[src/rtl/regfile_wport_arbiter_if.sv]
// rtl/regfile_wport_arbiter_if.sv - write-port arbiter signal bundle (writers, pending mask, register-file port)
interface regfile_wport_arbiter_if;
    logic        pri_valid_i;
    logic [4:0]  pri_rd_i;
    logic [31:0] pri_data_i;
    logic        pri_stall_o;
    logic        sec_valid_i;
    logic        sec_ready_o;
    logic [4:0]  sec_rd_i;
    logic [31:0] sec_data_i;
    logic [31:0] pend_mask_o;
    logic        RegWEn_o;
    logic [4:0]  rsW_o;
    logic [31:0] dataW_o;

    modport slave (
        input  pri_valid_i, pri_rd_i, pri_data_i,
        input  sec_valid_i, sec_rd_i, sec_data_i,
        output pri_stall_o, sec_ready_o, pend_mask_o,
        output RegWEn_o, rsW_o, dataW_o
    );

    modport master (
        output pri_valid_i, pri_rd_i, pri_data_i,
        output sec_valid_i, sec_rd_i, sec_data_i,
        input  pri_stall_o, sec_ready_o, pend_mask_o,
        input  RegWEn_o, rsW_o, dataW_o
    );
endinterface

[src/rtl/regfile_wport_arbiter.sv]
// rtl/regfile_wport_arbiter.sv - register-file write-port arbiter, primary priority, buffered secondary
// Optional head aging / forced grant enabled by defining REGWR_AGING_EN.
module regfile_wport_arbiter #(
    parameter int DEPTH    = 2,
    parameter int MAX_WAIT = 8
) (
    input  logic                    clk_i,
    input  logic                    rst_n_i,
    regfile_wport_arbiter_if.slave  bus
);
    localparam int AW = $clog2(DEPTH);
    localparam int PW = AW + 1;

    if (DEPTH < 2 || DEPTH > 8 || (DEPTH & (DEPTH - 1)) != 0 || MAX_WAIT < 1) begin : g_param_check
        $error("regfile_wport_arbiter: unsupported DEPTH or MAX_WAIT");
    end

    logic [PW-1:0]    wr_ptr_q, rd_ptr_q;
    logic [4:0]       rd_q   [DEPTH];
    logic [31:0]      data_q [DEPTH];
    logic [DEPTH-1:0] vld_q;
    logic             ready_en_q;

    logic [AW-1:0] head, tail;
    logic          full, empty, head_live, head_dead;
    logic          force_head, pri_take, pri_wr, grant, pop, push;
    logic [31:0]   pend;

    assign head  = rd_ptr_q[AW-1:0];
    assign tail  = wr_ptr_q[AW-1:0];
    assign empty = (wr_ptr_q == rd_ptr_q);
    assign full  = (wr_ptr_q[PW-1] != rd_ptr_q[PW-1]) && (wr_ptr_q[AW-1:0] == rd_ptr_q[AW-1:0]);

    assign head_live = !empty && vld_q[head];
    assign head_dead = !empty && !vld_q[head];

`ifdef REGWR_AGING_EN
    localparam int CW = $clog2(MAX_WAIT + 1);
    logic [CW-1:0] age_q;

    assign force_head = head_live && (age_q == CW'(MAX_WAIT));

    always_ff @(posedge clk_i or negedge rst_n_i) begin
        if (!rst_n_i) begin
            age_q <= '0;
        end else if (empty || pop) begin
            age_q <= '0;
        end else if (head_live && age_q != CW'(MAX_WAIT)) begin
            age_q <= age_q + CW'(1);
        end
    end
`else
    assign force_head = 1'b0;
`endif

    assign bus.pri_stall_o = force_head;
    assign bus.sec_ready_o = ready_en_q && !full;

    // x0 primary writes are taken but leave the port free for the FIFO head
    assign pri_take = bus.pri_valid_i && !force_head;
    assign pri_wr   = pri_take && (bus.pri_rd_i != 5'd0);
    assign grant    = head_live && (force_head || !pri_wr);
    assign pop      = grant || head_dead;
    assign push     = bus.sec_valid_i && bus.sec_ready_o && (bus.sec_rd_i != 5'd0);

    always_ff @(posedge clk_i or negedge rst_n_i) begin
        if (!rst_n_i) begin
            wr_ptr_q   <= '0;
            rd_ptr_q   <= '0;
            vld_q      <= '0;
            ready_en_q <= 1'b0;
        end else begin
            ready_en_q <= 1'b1;
            // Squash runs first so an entry enqueued on this same edge survives
            for (int i = 0; i < DEPTH; i++) begin
                if (pri_wr && rd_q[i] == bus.pri_rd_i) begin
                    vld_q[i] <= 1'b0;
                end
            end
            if (pop) begin
                vld_q[head] <= 1'b0;
                rd_ptr_q    <= rd_ptr_q + PW'(1);
            end
            if (push) begin
                vld_q[tail] <= 1'b1;
                wr_ptr_q    <= wr_ptr_q + PW'(1);
            end
        end
    end

    always_ff @(posedge clk_i) begin
        if (push) begin
            rd_q[tail]   <= bus.sec_rd_i;
            data_q[tail] <= bus.sec_data_i;
        end
    end

    // Unoccupied slots always have vld=0, so no occupancy qualification is needed
    always_comb begin
        pend = '0;
        for (int i = 0; i < DEPTH; i++) begin
            if (vld_q[i]) begin
                pend[rd_q[i]] = 1'b1;
            end
        end
    end
    assign bus.pend_mask_o = pend;

    always_ff @(posedge clk_i or negedge rst_n_i) begin
        if (!rst_n_i) begin
            bus.RegWEn_o <= 1'b0;
            bus.rsW_o    <= '0;
            bus.dataW_o  <= '0;
        end else if (pri_wr && !force_head) begin
            bus.RegWEn_o <= 1'b1;
            bus.rsW_o    <= bus.pri_rd_i;
            bus.dataW_o  <= bus.pri_data_i;
        end else if (grant) begin
            bus.RegWEn_o <= 1'b1;
            bus.rsW_o    <= rd_q[head];
            bus.dataW_o  <= data_q[head];
        end else begin
            bus.RegWEn_o <= 1'b0;
        end
    end
endmodule

[src/flat_wrapper.sv]
// flat-port wrapper written by rule: the top's interface ports become plain ports
module regfile_wport_arbiter_flat 
#(
    parameter int DEPTH    = 2,
    parameter int MAX_WAIT = 8
)
  (clk_i, rst_n_i, bus_pri_valid_i, bus_pri_rd_i, bus_pri_data_i, bus_sec_valid_i, bus_sec_rd_i, bus_sec_data_i, bus_pri_stall_o, bus_sec_ready_o, bus_pend_mask_o, bus_RegWEn_o, bus_rsW_o, bus_dataW_o);
  regfile_wport_arbiter_if bus_i ();
  input  logic clk_i;
  input  logic rst_n_i;
  input wire logic [$bits(bus_i.pri_valid_i)-1:0] bus_pri_valid_i;
  input wire logic [$bits(bus_i.pri_rd_i)-1:0] bus_pri_rd_i;
  input wire logic [$bits(bus_i.pri_data_i)-1:0] bus_pri_data_i;
  input wire logic [$bits(bus_i.sec_valid_i)-1:0] bus_sec_valid_i;
  input wire logic [$bits(bus_i.sec_rd_i)-1:0] bus_sec_rd_i;
  input wire logic [$bits(bus_i.sec_data_i)-1:0] bus_sec_data_i;
  output wire logic [$bits(bus_i.pri_stall_o)-1:0] bus_pri_stall_o;
  output wire logic [$bits(bus_i.sec_ready_o)-1:0] bus_sec_ready_o;
  output wire logic [$bits(bus_i.pend_mask_o)-1:0] bus_pend_mask_o;
  output wire logic [$bits(bus_i.RegWEn_o)-1:0] bus_RegWEn_o;
  output wire logic [$bits(bus_i.rsW_o)-1:0] bus_rsW_o;
  output wire logic [$bits(bus_i.dataW_o)-1:0] bus_dataW_o;
  assign bus_i.pri_valid_i = bus_pri_valid_i;
  assign bus_i.pri_rd_i = bus_pri_rd_i;
  assign bus_i.pri_data_i = bus_pri_data_i;
  assign bus_i.sec_valid_i = bus_sec_valid_i;
  assign bus_i.sec_rd_i = bus_sec_rd_i;
  assign bus_i.sec_data_i = bus_sec_data_i;
  assign bus_pri_stall_o = bus_i.pri_stall_o;
  assign bus_sec_ready_o = bus_i.sec_ready_o;
  assign bus_pend_mask_o = bus_i.pend_mask_o;
  assign bus_RegWEn_o = bus_i.RegWEn_o;
  assign bus_rsW_o = bus_i.rsW_o;
  assign bus_dataW_o = bus_i.dataW_o;
  regfile_wport_arbiter #(.DEPTH(DEPTH), .MAX_WAIT(MAX_WAIT)) u_core (.clk_i(clk_i), .rst_n_i(rst_n_i), .bus(bus_i));
endmodule
[config.mk]
export PLATFORM = sky130hd
export DESIGN_NAME = regfile_wport_arbiter_flat
export DESIGN_NICKNAME = d
export VERILOG_FILES = /design/src/rtl/regfile_wport_arbiter_if.sv /design/src/rtl/regfile_wport_arbiter.sv /design/src/flat_wrapper.sv
export SDC_FILE = /design/constraint.sdc
export NUM_CORES = 1
export LEC_CHECK = 0
export CAP_MARGIN = 15
export CORE_UTILIZATION = 52
export CTS_CLUSTER_SIZE = 40
export DETAILED_ROUTE_END_ITERATION = 16
export GPL_TIMING_DRIVEN = 0
export PLACE_DENSITY = 0.95
export SYNTH_ARGS = -nofsm -noshare
export SYNTH_HDL_FRONTEND = slang
export SYNTH_SLANG_ARGS = --single-unit
[constraint.sdc]
create_clock -name clk_i -period 7.05 [get_ports clk_i]
set_input_delay 1.41 -clock clk_i [delete_from_list [all_inputs] [get_ports clk_i]]
set_output_delay 1.41 -clock clk_i [all_outputs]
set_load 0.01 [all_outputs]
# Yosys cells after proc, flatten, opt, wreduce, memory -nomap -nowiden
# Memories as Yosys holds them, arrays and structs flattened.
# Index checks and enable logic that the tools add are counted.
# word_totals
word_cells	74
ramBits	74
in_bits	78
output_inout_bits	72
mem_count	2
regBits	45
# mem_list
name	depth	word_bits	rd	rd_ports_with_merged_regs	wr	line	text
u_core.data_q	2	32	1	0	1	regfile_wport_arbiter.sv:20	logic [31:0] data_q [DEPTH];
u_core.rd_q	2	5	3	0	1	regfile_wport_arbiter.sv:19	logic [4:0] rd_q [DEPTH];
# op_classes
n_reduce_logical	22
n_eq_ne	5
n_lt_le_gt_ge	8
bitwise_logic	4
mux	24
add_sub_neg	2
# op_table
cell	n
$mux 32	4
$or 32x32->32	1
$logic_and 1x1->1	14
$lt 5x6->1 const B	2
$mux 1	12
$demux 1 s5	2
$eq 5x5->1	2
$ge 5x1->1 const B	2
$mux 5	2
$reduce_bool 5->1	2
$add 2x1->2 const B	2
$logic_not 1->1	4
$lt 1x2->1 const B	2
$mux 2	2
$and 2x2->2	1
$demux 1 s1	2
$eq 2x2->1	1
$ge 1x1->1 const B	2
$not 2->2	1
$or 2x2->2	1
$reduce_bool 2->1	1
$eq 1x1->1	1
$logic_or 1x1->1	1
$ne 1x1->1	1

# Longest topological paths before layout
# Gate-level depths: netlist (run 1).
# logic_depth
depth_word	9
ltp_mapped	7
ltp_nobuf	4

# Worst setup path before layout (run 1)
# OpenSTA, ideal clock, no wires.
# synth_path
path_type	input-to-reg
startpoint	input bus_sec_rd_i[0]
endpoint	memory u_core.data_q[1][0], enable pin
stages	3
setup_ps	495
path_slack_ps	1975
required_time_ps	6555
t_arrival_ps	4581
path_buffers	0
path_cell_list	or4_1 o211ai_1 a211oi_1
# synth_between
elab_chain_len	4
# synth_lines
element	line	text
start, declared	flat_wrapper.sv:15	input wire logic [$bits(bus_i.sec_rd_i)-1:0] bus_sec_rd_i;
$reduce_bool 5->1	regfile_wport_arbiter.sv:64	assign push = bus.sec_valid_i && bus.sec_ready_o && (bus.sec_rd_i != 5'd0);
$logic_and 1x1->1	regfile_wport_arbiter.sv:64	
$mux 1	regfile_wport_arbiter.sv:92	if (push) begin
$mux 1 (implied by the code)	regfile_wport_arbiter.sv:94	data_q[tail] <= bus.sec_data_i;
end, declared	regfile_wport_arbiter.sv:20	
# No other way between the ends.

# Worst setup path after layout (run 1)
# layout_path
startpoint	register u_core.vld_q[0]
endpoint	output bus_pend_mask_o[24]
# layout_between
elab_chain_len	3
# layout_lines
element	line	text
start, declared	regfile_wport_arbiter.sv:21	logic [DEPTH-1:0] vld_q;
start signal, assigned	regfile_wport_arbiter.sv:70	vld_q <= '0;
start signal, assigned by index	regfile_wport_arbiter.sv:77	vld_q[i] <= 1'b0;
start signal, assigned by index	regfile_wport_arbiter.sv:81	vld_q[head] <= 1'b0;
$mux 32 *	regfile_wport_arbiter.sv:102	if (vld_q[i]) begin
$or 32x32->32 (no line)	-	
$mux 32 *	regfile_wport_arbiter.sv:102	
end, declared	flat_wrapper.sv:19	output wire logic [$bits(bus_i.pend_mask_o)-1:0] bus_pend_mask_o;
# Every way passes the cells marked *; elsewhere a longest branch is shown, timed or not.

==> results.tsv, run 1 <==
stage	metric	value	unit
status	status	completed	
route	routed_wl	15.7	mm
placement	portBuffers	147	
finish	stdcell_area	7750	µm²
logic_synthesis	synth.avg_cell_area	11.9	µm²
cts	clkSinkCount	119	
critical_path	crit_chain	clkbuf_1 > or3b_2 > clkbuf_1 > o22ai_1 > clkdlybuf4s50_1	
critical_path	cpMostUsedCell	clkbuf_1	
route	dr.pass1.iters	5	
placement	pre_cts_ws	3.24	ns
sta	max_freq	242	MHz
critical_path	crit_fanout	8	
route	drc	0	
logic_synthesis	synth_area	5430	µm²
critical_path	cp_slowest_cell	clkdlybuf4s50_1	
cts	clkTransAtPathRegs	0.06	ns
finish	drive_gt1_share	9.22	%
sta	maxSlewViolCount	0	
sta	clock_skew	0.00562	ns
cts	cts_htree_levels	4	
critical_path	critPathKind	reg2out	
job	max-cap-violations	0	
placement	place_inst	741	
floorplan	fp.coreArea	9950	µm²
sta	finalCritPeriodShare	58.7	%
route	viasPerCell	6.25	
sta	fin_ws	2.91	ns
logic_synthesis	ys_warn_count	0	
finish	syn2layout_area_growth	42.7	%
critical_path	cp-end-kind	output port	
floorplan	dieHeight	104	µm
cts	cts_buffer_depth	2	
sta	finalSetupViolCount	0	
global_routing	grt_pass1_vias	4965	
logic_synthesis	netlist_instances	456	
finish	stdcell_count	773	
finish	final_core_util	77.9	%
global_routing	met1_usage	35.5	%
sta	relSlewSlack	43.2	%
finish	diodes	0	
logic_synthesis	ys.flop_type	edfxtp_1	
floorplan	rows	36	
logic_synthesis	synth_edf_count	74	
critical_path	critical_path.top_delay_family	buffers and inverters	
critical_path	critical_path_arrival	2.73	ns
critical_path	critPathLaunchType	flop	
power	p_leak	2.62	nW
global_routing	grt.busiest_layer	met2	
logic_synthesis	synthArstFlopShare	37.8	%
logic_synthesis	yosysSeqAreaShare	61.7	%
critical_path	slowest_delay	0.60	ns
placement	dp_hpwl	10.7	mm
power	power_density	378	nW/µm²
floorplan	die_w	104	µm
global_routing	overflow	0	
floorplan	initial_core_util	54.6	%
sta	setup_tns	0	ns
cts	cts-root-buf	clkbuf_8	
cts	cts.hold.buffers_added	0	
global_routing	grt_pass1_wl	25.1	mm
placement	gp_congestion	0.858	
global_routing	grt_util_met3	8.46	%
finish	nets	705	
cts	numCtsBuffers	17	
sta	period_minus_slack	4.14	ns
critical_path	worstPathRequired	5.64	ns
logic_synthesis	synth-seq-cells	119	
power	vdd_drop_max	0.000209	V
global_routing	grt_max_degree	39	
hold_path	holdCritPathClass	reg2reg	
placement	placed_area	7170	µm²
global_routing	grtUsageMet2	49.3	%
route	drt_iter0_drc	531	
floorplan	die-area	10900	µm²
route	vias	4830	
sta	worst_slew_pin_slew	0.849	ns
sta	hold_violations	0	
cts	postCtsSetupBuffers	0	
finish	nFillCells	596	
cts	clk_latency	0.52	ns
logic_synthesis	ys_types	35	
cts	cts-resized-gates	0	
route	wl_per_cell	20.3	µm
cts	cts_tree	yes	
route	ant_nets	0	
global_routing	grt_usage	30.1	%
sta	rsz0062_at_grt	no	
global_routing	antenna_found_initial	0	
critical_path	path_buf_inv	3	
floorplan	pin_count	150	
logic_synthesis	syn-num-nets	534	
path summary, 6_finish.rpt:
| path | slack [ns] | to | from | cells past startpoint |
|---|---|---|---|---|
| min in group asynchronous | 0.73 | u_core.bus.dataW_o[2] | rst_n_i | 1 |
| worst max register to register | 4.53 | u_core.bus.dataW_o[10] | u_core.wr_ptr_q[1] | 6 |
| worst min-delay path | 0.54 | u_core.wr_ptr_q[1] | u_core.wr_ptr_q[1] | 1 |
| worst max-delay path | 2.91 | bus_pend_mask_o[24] | u_core.vld_q[0] | 5 |
| worst min register to register | 0.54 | u_core.wr_ptr_q[1] | u_core.wr_ptr_q[1] | 1 |
| max in group asynchronous | 5.84 | u_core.vld_q[1] | rst_n_i | 2 |
layout by cell type, fill, tap and decap left out, drive strengths merged, types with 5 or more instances in the layout:
| master | Yosys | final |
|---|---|---|
| clkdlybuf4s50 | 0 | 146 |
| a211oi | 76 | 76 |
| edfxtp | 74 | 74 |
| clkbuf | 38 | 55 |
| dfrtp | 45 | 45 |
| nor2 | 40 | 40 |
| nor2b | 37 | 37 |
| nor4 | 37 | 37 |
| o22ai | 32 | 32 |
| buf | 9 | 15 |
| nand3b | 10 | 10 |
| xor2 | 9 | 9 |
| inv | 2 | 8 |
| or3b | 6 | 6 |
| xnor2 | 6 | 6 |
| nand3 | 5 | 5 |
| clkinv | 0 | 5 |
cells in the mapped netlist (2+ instances only):
cell / instances / share of area [%]
or3b_2: 6 / 0.97
clkbuf_1: 38 / 2.6
or3_1: 3 / 0.35
nand3b_1: 10 / 1.4
buf_6: 3 / 0.62
nor2_1: 40 / 2.8
nand4_1: 2 / 0.23
nor2b_1: 37 / 4.3
xnor2_1: 6 / 0.97
edfxtp_1: 74 / 41
conb_1: 2 / 0.14
nor4_1: 37 / 4.3
a31o_2: 2 / 0.32
buf_2: 4 / 0.37
nor3_1: 2 / 0.18
nand3_1: 5 / 0.46
xor2_1: 9 / 1.5
o211ai_1: 4 / 0.55
dfrtp_1: 45 / 21
a211oi_1: 76 / 11
a21oi_1: 2 / 0.18
nand2_1: 4 / 0.28
inv_1: 2 / 0.14
o22ai_1: 32 / 3.7
metal layers:
layer | share of wire, % | vias to the layer above | wire [µm]
li1 | - | 2108 | -
met1 | 39 | 2336 | 6100
met2 | 49 | 321 | 7680
met3 | 7.9 | 65 | 1240
met4 | 4.3 | 0 | 669
met5 | 0 | - | 0
cell type report:
type / instances / area [µm²] / share of cell area, %
timing repair buffer: 152 / 1550 / 20.0
inverter: 2 / 7.51 / 0.0969
clock inverter: 15 / 169 / 2.18
clock buffer: 17 / 414 / 5.34
tap: 133 / 166 / 2.15
buffer: 47 / 208 / 2.68
multi-input combinational: 288 / 1890 / 24.4
sequential: 119 / 3350 / 43.2
logic make-up after synthesis:
group / Yosys count / share of synthesized area, %
and+or+nand+nor: 149 / 15.6
AOI/OAI and AO/OA: 122 / 16.2
DFF: 119 / 61.7
buffers and inverters: 49 / 3.96
xor gates and xnor gates: 15 / 2.42
other: 2 / 0.138
report_power, final:
part | total, mW | internal (mW) | switching (mW) | leakage [nW]
sequential | 1.03 | 0.930 | 0.0960 | 1.18
clock | 0.841 | 0.511 | 0.330 | 0.283
combinational | 1.06 | 0.458 | 0.606 | 1.15
total | 2.93 | 1.90 | 1.03 | 2.62
sequential cells by signal (all words and copies together) (netlist names):
register and cells:
u_core.rd_ptr_q 2, u_core.vld_q 2, u_core.wr_ptr_q 2, u_core.data_q 64, u_core.rd_q 10, u_core.ready_en_q 1
u_core.bus.rsW_o 5, u_core.bus.dataW_o 32, u_core.bus.RegWEn_o 1
metrics by stage:
stage	total power, mW	hold slack [ns]
6_report	2.93	0.537
5_1_grt	3.05	0.551
4_1_cts	2.92	0.541
3_5_place_dp	2.07	0.533
3_3_place_gp	2.00	0.512
2_1_floorplan	1.57	0.498
(Power assumes the default switching activity.)
==> run 2, diff against run 1 <==
Settings changed: CORE_UTILIZATION 52 to 48, PLACE_DENSITY 0.95 to 0.91.
Clock period 7.05 ns to 4.16 ns, I/O delays scaled along.
==> run 2 against run 1 <==
Sequential power grew 69%. Final cell count grew 0.91%. Total power grew 69%. Global-route usage shrank 2.7 points. Critical path depth is the same. Critical path type unchanged.
==> results.tsv, run 2 (same netlist as run 1, synthesis figures left out) <==
stage	metric	value	unit
critical_path	critPathLaunchType	flop	
floorplan	rows	38	
job	max-cap-violations	0	
global_routing	grt_max_degree	24	
floorplan	fp.coreArea	10900	µm²
finish	drive_gt1_share	9.06	%
sta	hold_ws	0.438	ns
critical_path	cp-end-kind	output port	
power	seqPwrFrac	35.1	%
floorplan	dieHeight	108	µm
cts	cts_htree_levels	4	
critical_path	critPathKind	reg2out	
placement	placed_area	7210	µm²
placement	place_inst	748	
global_routing	grt_pass1_vias	4784	
sta	maxSlewViolCount	0	
route	vias	4710	
cts	cts-resized-gates	0	
global_routing	grt_pass1_wl	24.0	mm
finish	syn2layout_area_growth	43.4	%
critical_path	worstPathRequired	3.33	ns
route	routed_wl	15.5	mm
sta	worst_slew_pin_slew	0.830	ns
finish	nFillCells	742	
route	ant_nets	0	
cts	numCtsBuffers	17	
finish	reg_top3	u_core.data_q (64), u_core.bus.dataW_o (32), u_core.rd_q (10)	
finish	top_register	u_core.data_q	
critical_path	crit_fanout	8	
critical_path	crit_chain	clkbuf_1 > or3b_2 > clkbuf_1 > o22ai_1 > clkdlybuf4s50_1	
global_routing	overflow	0	
critical_path	slowest_delay	0.57	ns
route	viasPerCell	6.04	
cts	cts.hold.buffers_added	0	
critical_path	path_buf_inv	3	
finish	final_core_util	71.2	%
power	p_leak	2.61	nW
sta	rsz0062_at_grt	no	
critical_path	r2r_end	u_core.bus.dataW_o[6]	
finish	final_cell_mix	clkdlybuf4s50_1, a211oi_1, edfxtp_1	
cts	clkTransAtPathRegs	0.06	ns
power	power_density	636	nW/µm²
route	drt_iter0_drc	438	
sta	finalCritPeriodShare	79.4	%
placement	portBuffers	147	
cts	clk_latency	0.41	ns
global_routing	grt_usage	27.4	%
sta	finalSetupViolCount	0	
finish	stdcell_area	7790	µm²
sta	max_freq	303	MHz
power	switching_power	1.71	mW
cts	cts_tree	yes	
global_routing	antenna_found_initial	0	
finish	seq_area	3350	µm²
critical_path	reg2reg_depth	6	
critical_path	rrSetupSlack	1.58	ns
power	clkPwrFrac	28.6	%
power	vdd_drop_max	0.000508	V
placement	dp_hpwl	11.0	mm
floorplan	pin_count	150	
status	status	completed	
route	dr.pass1.iters	8	
sta	relSlewSlack	44.5	%
critical_path	cpMostUsedCell	clkbuf_1	
sta	period_minus_slack	3.30	ns
finish	largest_reg_flops	64	
critical_path	critical_path_arrival	2.47	ns
critical_path	r2r-start	u_core.wr_ptr_q[1]	
finish	stdcell_count	780	
power	comb_power_share	36.3	%
sta	hold_violations	0	
cts	clkSinkCount	119	
floorplan	die-area	11700	µm²
finish	multi_input_area	1890	µm²
floorplan	die_w	108	µm
finish	nets	705	
cts	cts_buffer_depth	2	
power	p_int	3.24	mW
sta	clock_skew	0.0116	ns
critical_path	cp_slowest_cell	clkdlybuf4s50_1	
finish	diodes	0	
finish	layout_commonest_cell	clkdlybuf4s50_1	
hold_path	holdCritPathClass	in2async	
route	wl_per_cell	19.8	µm
power	swShare	34.5	%
floorplan	initial_core_util	49.7	%
critical_path	critical_path.top_delay_family	buffers and inverters	
cts	cts-root-buf	clkbuf_16	
placement	gp_congestion	0.832	
route	drc	0	
cts	postCtsSetupBuffers	0	
## run 2: worst max path at each step
stage	startpoint	to	depth (start not counted)
after detailed placement	bus_sec_rd_i[0]	u_core.data_q[0][24]	6
after global routing	u_core.vld_q[0]	bus_pend_mask_o[4]	5
after global placement	bus_sec_rd_i[0]	u_core.data_q[1][26]	4
final	u_core.vld_q[1]	bus_pend_mask_o[16]	5
after CTS	u_core.vld_q[0]	bus_pend_mask_o[20]	5
after floorplan	bus_sec_rd_i[0]	u_core.data_q[1][0]	3
## run 2: power by group through the flow
stage | Sequential, mW | Combinational (mW) | Clock, mW
floorplan | 1.80 | 0.862 | 0
global placement | 1.75 | 1.64 | 0
detailed placement | 1.75 | 1.77 | 0
CTS | 1.74 | 1.79 | 1.42
global route | 1.76 | 1.93 | 1.48
finish | 1.74 | 1.80 | 1.42
## run 2: layout make-up
| cell class | instances | area share, % |
|---|---|---|
| buffer | 47 | 2.67 |
| timing repair buffer | 152 | 20.3 |
| sequential | 119 | 43.0 |
| multi-input combinational | 288 | 24.3 |
| clock inverter | 15 | 1.98 |
| inverter | 2 | 0.0964 |
| clock buffer | 17 | 5.46 |
| tap | 140 | 2.25 |
## run 2: layer usage
layer	track usage [%]	share of wire (%)
met1	32.9	39
met2	48.2	52
met3	5.49	7.6
met4	11.1	1.9
met5	0	0
## run 2: stage by stage
stage / power [mW] / setup slack [ns] / TNS, ns
3_5_place_dp: 3.52 / 0.925 / 0
2_1_floorplan: 2.66 / 0.987 / 0
6_report: 4.95 / 0.855 / 0
3_3_place_gp: 3.38 / -0.365 / -26.58
5_1_grt: 5.18 / 0.690 / 0
4_1_cts: 4.95 / 0.880 / 0
==> run 3, diff against run 2 <==
Settings changed: CORE_UTILIZATION 48 to 44, PLACE_DENSITY 0.91 to 0.88.
Clock period 4.16 ns to 3 ns, I/O delays scaled along.
==> run 3 against run 2 <==
Register-to-register slack worse by 1.1 ns. First-iteration DRC count rose by 35%. Combinational power increased by 36%. Critical path depth decreased by 2. Clock skew down 0.0042 ns. Global-route usage down 2.9 points. Worst hold slack improved by 0.099 ns. Non-clock buffer count fell by 1. Flip-flop and latch count did not move. Wire length rose by 0.37%. Total power up 42%. Worst setup slack got worse by 0.82 ns. Largest cell class unchanged.
==> results.tsv, run 3 (same netlist as run 1, synthesis figures left out) <==
stage	metric	value	unit
floorplan	fp.coreArea	12000	µm²
cts	clkSinkCount	119	
placement	dp_hpwl	11.1	mm
global_routing	grt.busiest_layer	met2	
route	dr.pass1.iters	5	
finish	nets	704	
route	routed_wl	15.5	mm
global_routing	grt_max_degree	42	
critical_path	critPathLaunchType	flop	
critical_path	slowest_delay	0.59	ns
sta	finalSetupViolCount	0	
critical_path	worstPathRequired	2.40	ns
critical_path	endpoint	bus_pend_mask_o[5]	
sta	hold_ws	0.537	ns
global_routing	grt_util_met3	5.68	%
placement	place_inst	755	
sta	setup_tns	0	ns
route	wl_per_cell	19.8	µm
cts	cts_htree_levels	4	
sta	relSlewSlack	45.2	%
placement	gp_congestion	0.832	
finish	diodes	0	
finish	drive_gt1_share	10.3	%
cts	cts_tree	yes	
global_routing	overflow	0	
placement	placed_area	7200	µm²
floorplan	die-area	12800	µm²
sta	finalCritPeriodShare	98.9	%
cts	clkTransAtPathRegs	0.05	ns
sta	hold_violations	0	
finish	final_cell_mix	clkdlybuf4s50_1, a211oi_1, edfxtp_1	
critical_path	cp-end-kind	output port	
finish	top_register	u_core.data_q	
sta	fin_ws	0.0332	ns
cts	clk_latency	0.41	ns
finish	stdcell_count	786	
finish	final_core_util	65.4	%
sta	max_freq	337	MHz
cts	cts_buffer_depth	2	
global_routing	grt_pass1_wl	23.6	mm
finish	nFillCells	909	
global_routing	grt_usage	24.5	%
sta	rsz0062_at_grt	no	
critical_path	critPathKind	reg2out	
finish	syn2layout_area_growth	44.7	%
critical_path	r2r_end	u_core.bus.dataW_o[10]	
finish	reg_top3	u_core.data_q (64), u_core.bus.dataW_o (32), u_core.rd_q (10)	
floorplan	die_w	113	µm
critical_path	reg2reg_depth	6	
critical_path	r2r-start	u_core.wr_ptr_q[1]	
sta	maxSlewViolCount	0	
critical_path	rrSetupSlack	0.49	ns
route	viasPerCell	5.95	
route	drc	0	
hold_path	holdCritPathClass	reg2reg	
route	drt_iter0_drc	592	
route	vias	4677	
global_routing	met1_usage	29.2	%
power	p_total	7.03	mW
placement	pre_cts_ws	-0.00134	ns
power	p_leak	2.66	nW
critical_path	crit_fanout	10	
sta	worst_slew_pin_slew	0.820	ns
sta	period_minus_slack	2.97	ns
sta	clock_skew	0.00738	ns
cts	cts-root-buf	clkbuf_16	
status	status	completed	
route	ant_nets	0	
cts	numCtsBuffers	17	
power	vdd_drop_max	0.000504	V
finish	stdcell_area	7860	µm²
finish	layout_commonest_cell	clkdlybuf4s50_1	
floorplan	initial_core_util	45.2	%
job	max-cap-violations	0	
critical_path	critical_path_arrival	2.37	ns
critical_path	crit_chain	or3b_2 > o22ai_1 > clkdlybuf4s50_1	
critical_path	cp_slowest_cell	clkdlybuf4s50_1	
floorplan	rows	40	
global_routing	grtUsageMet2	42.5	%
finish	largest_reg_flops	64	
power	power_density	895	nW/µm²
critical_path	crit_start	u_core.rd_q[0][2]	
floorplan	dieHeight	113	µm
floorplan	pin_count	150	
global_routing	antenna_found_initial	0	
global_routing	grt_pass1_vias	4553	
placement	portBuffers	147	
[run 3: repair_timing]
item / CTS / global route
buffers inserted: 0 / 7
setup endpoints to repair: 10 / 14
resized for setup: 0 / 1
pin swaps: 0 / 0
hold buffers: 0 / 1
endpoints found under the hold margin: 0 / 1
[run 3: routing by layer]
metal	part of all wire, %	vias to the layer above
met1	39	2268
li1	-	2104
met2	51	271
met4	2.2	0
met5	0	-
met3	7.8	34
[run 3: worst min path at each step]
stage	cells past startpoint	slack, ns	startpoint	endpoint
after floorplan	0	0.30	rst_n_i	u_core.bus.RegWEn_o
after global placement	1	0.51	u_core.rd_ptr_q[1]	u_core.rd_ptr_q[1]
after detailed placement	1	0.43	rst_n_i	u_core.bus.dataW_o[31]
after CTS	1	0.0007	rst_n_i	u_core.bus.dataW_o[15]
after global routing	1	0.54	u_core.rd_ptr_q[1]	u_core.rd_ptr_q[1]
final	1	0.54	u_core.rd_ptr_q[1]	u_core.rd_ptr_q[1]
[run 3: worst max-delay path, delay by kind of cell (launching register included)]
kind	cells	cell delay (ns)
buffers and inverters	1	0.59
DFF	1	0.55
and+or+nand+nor	1	0.53
AOI/OAI and AO/OA	1	0.27
[run 3: area by class of cell]
class                           count  area, µm²  area share, %
Sequential cell                   119       3350           42.6
Clock inverter                     15        204           2.60
Buffer                             38        174           2.21
Timing Repair Buffer              160       1620           20.6
Tap cell                          147        184           2.34
Multi-Input combinational cell    288       1890           24.1
Clock buffer                       17        425           5.41
Inverter                            2       7.51         0.0955
[run 3: power by group]
part	switching (mW)	total, mW	internal, mW
combinational	1.36	2.45	1.09
clock	0.738	2.13	1.39
sequential	0.269	2.46	2.19
total	2.37	7.03	4.67
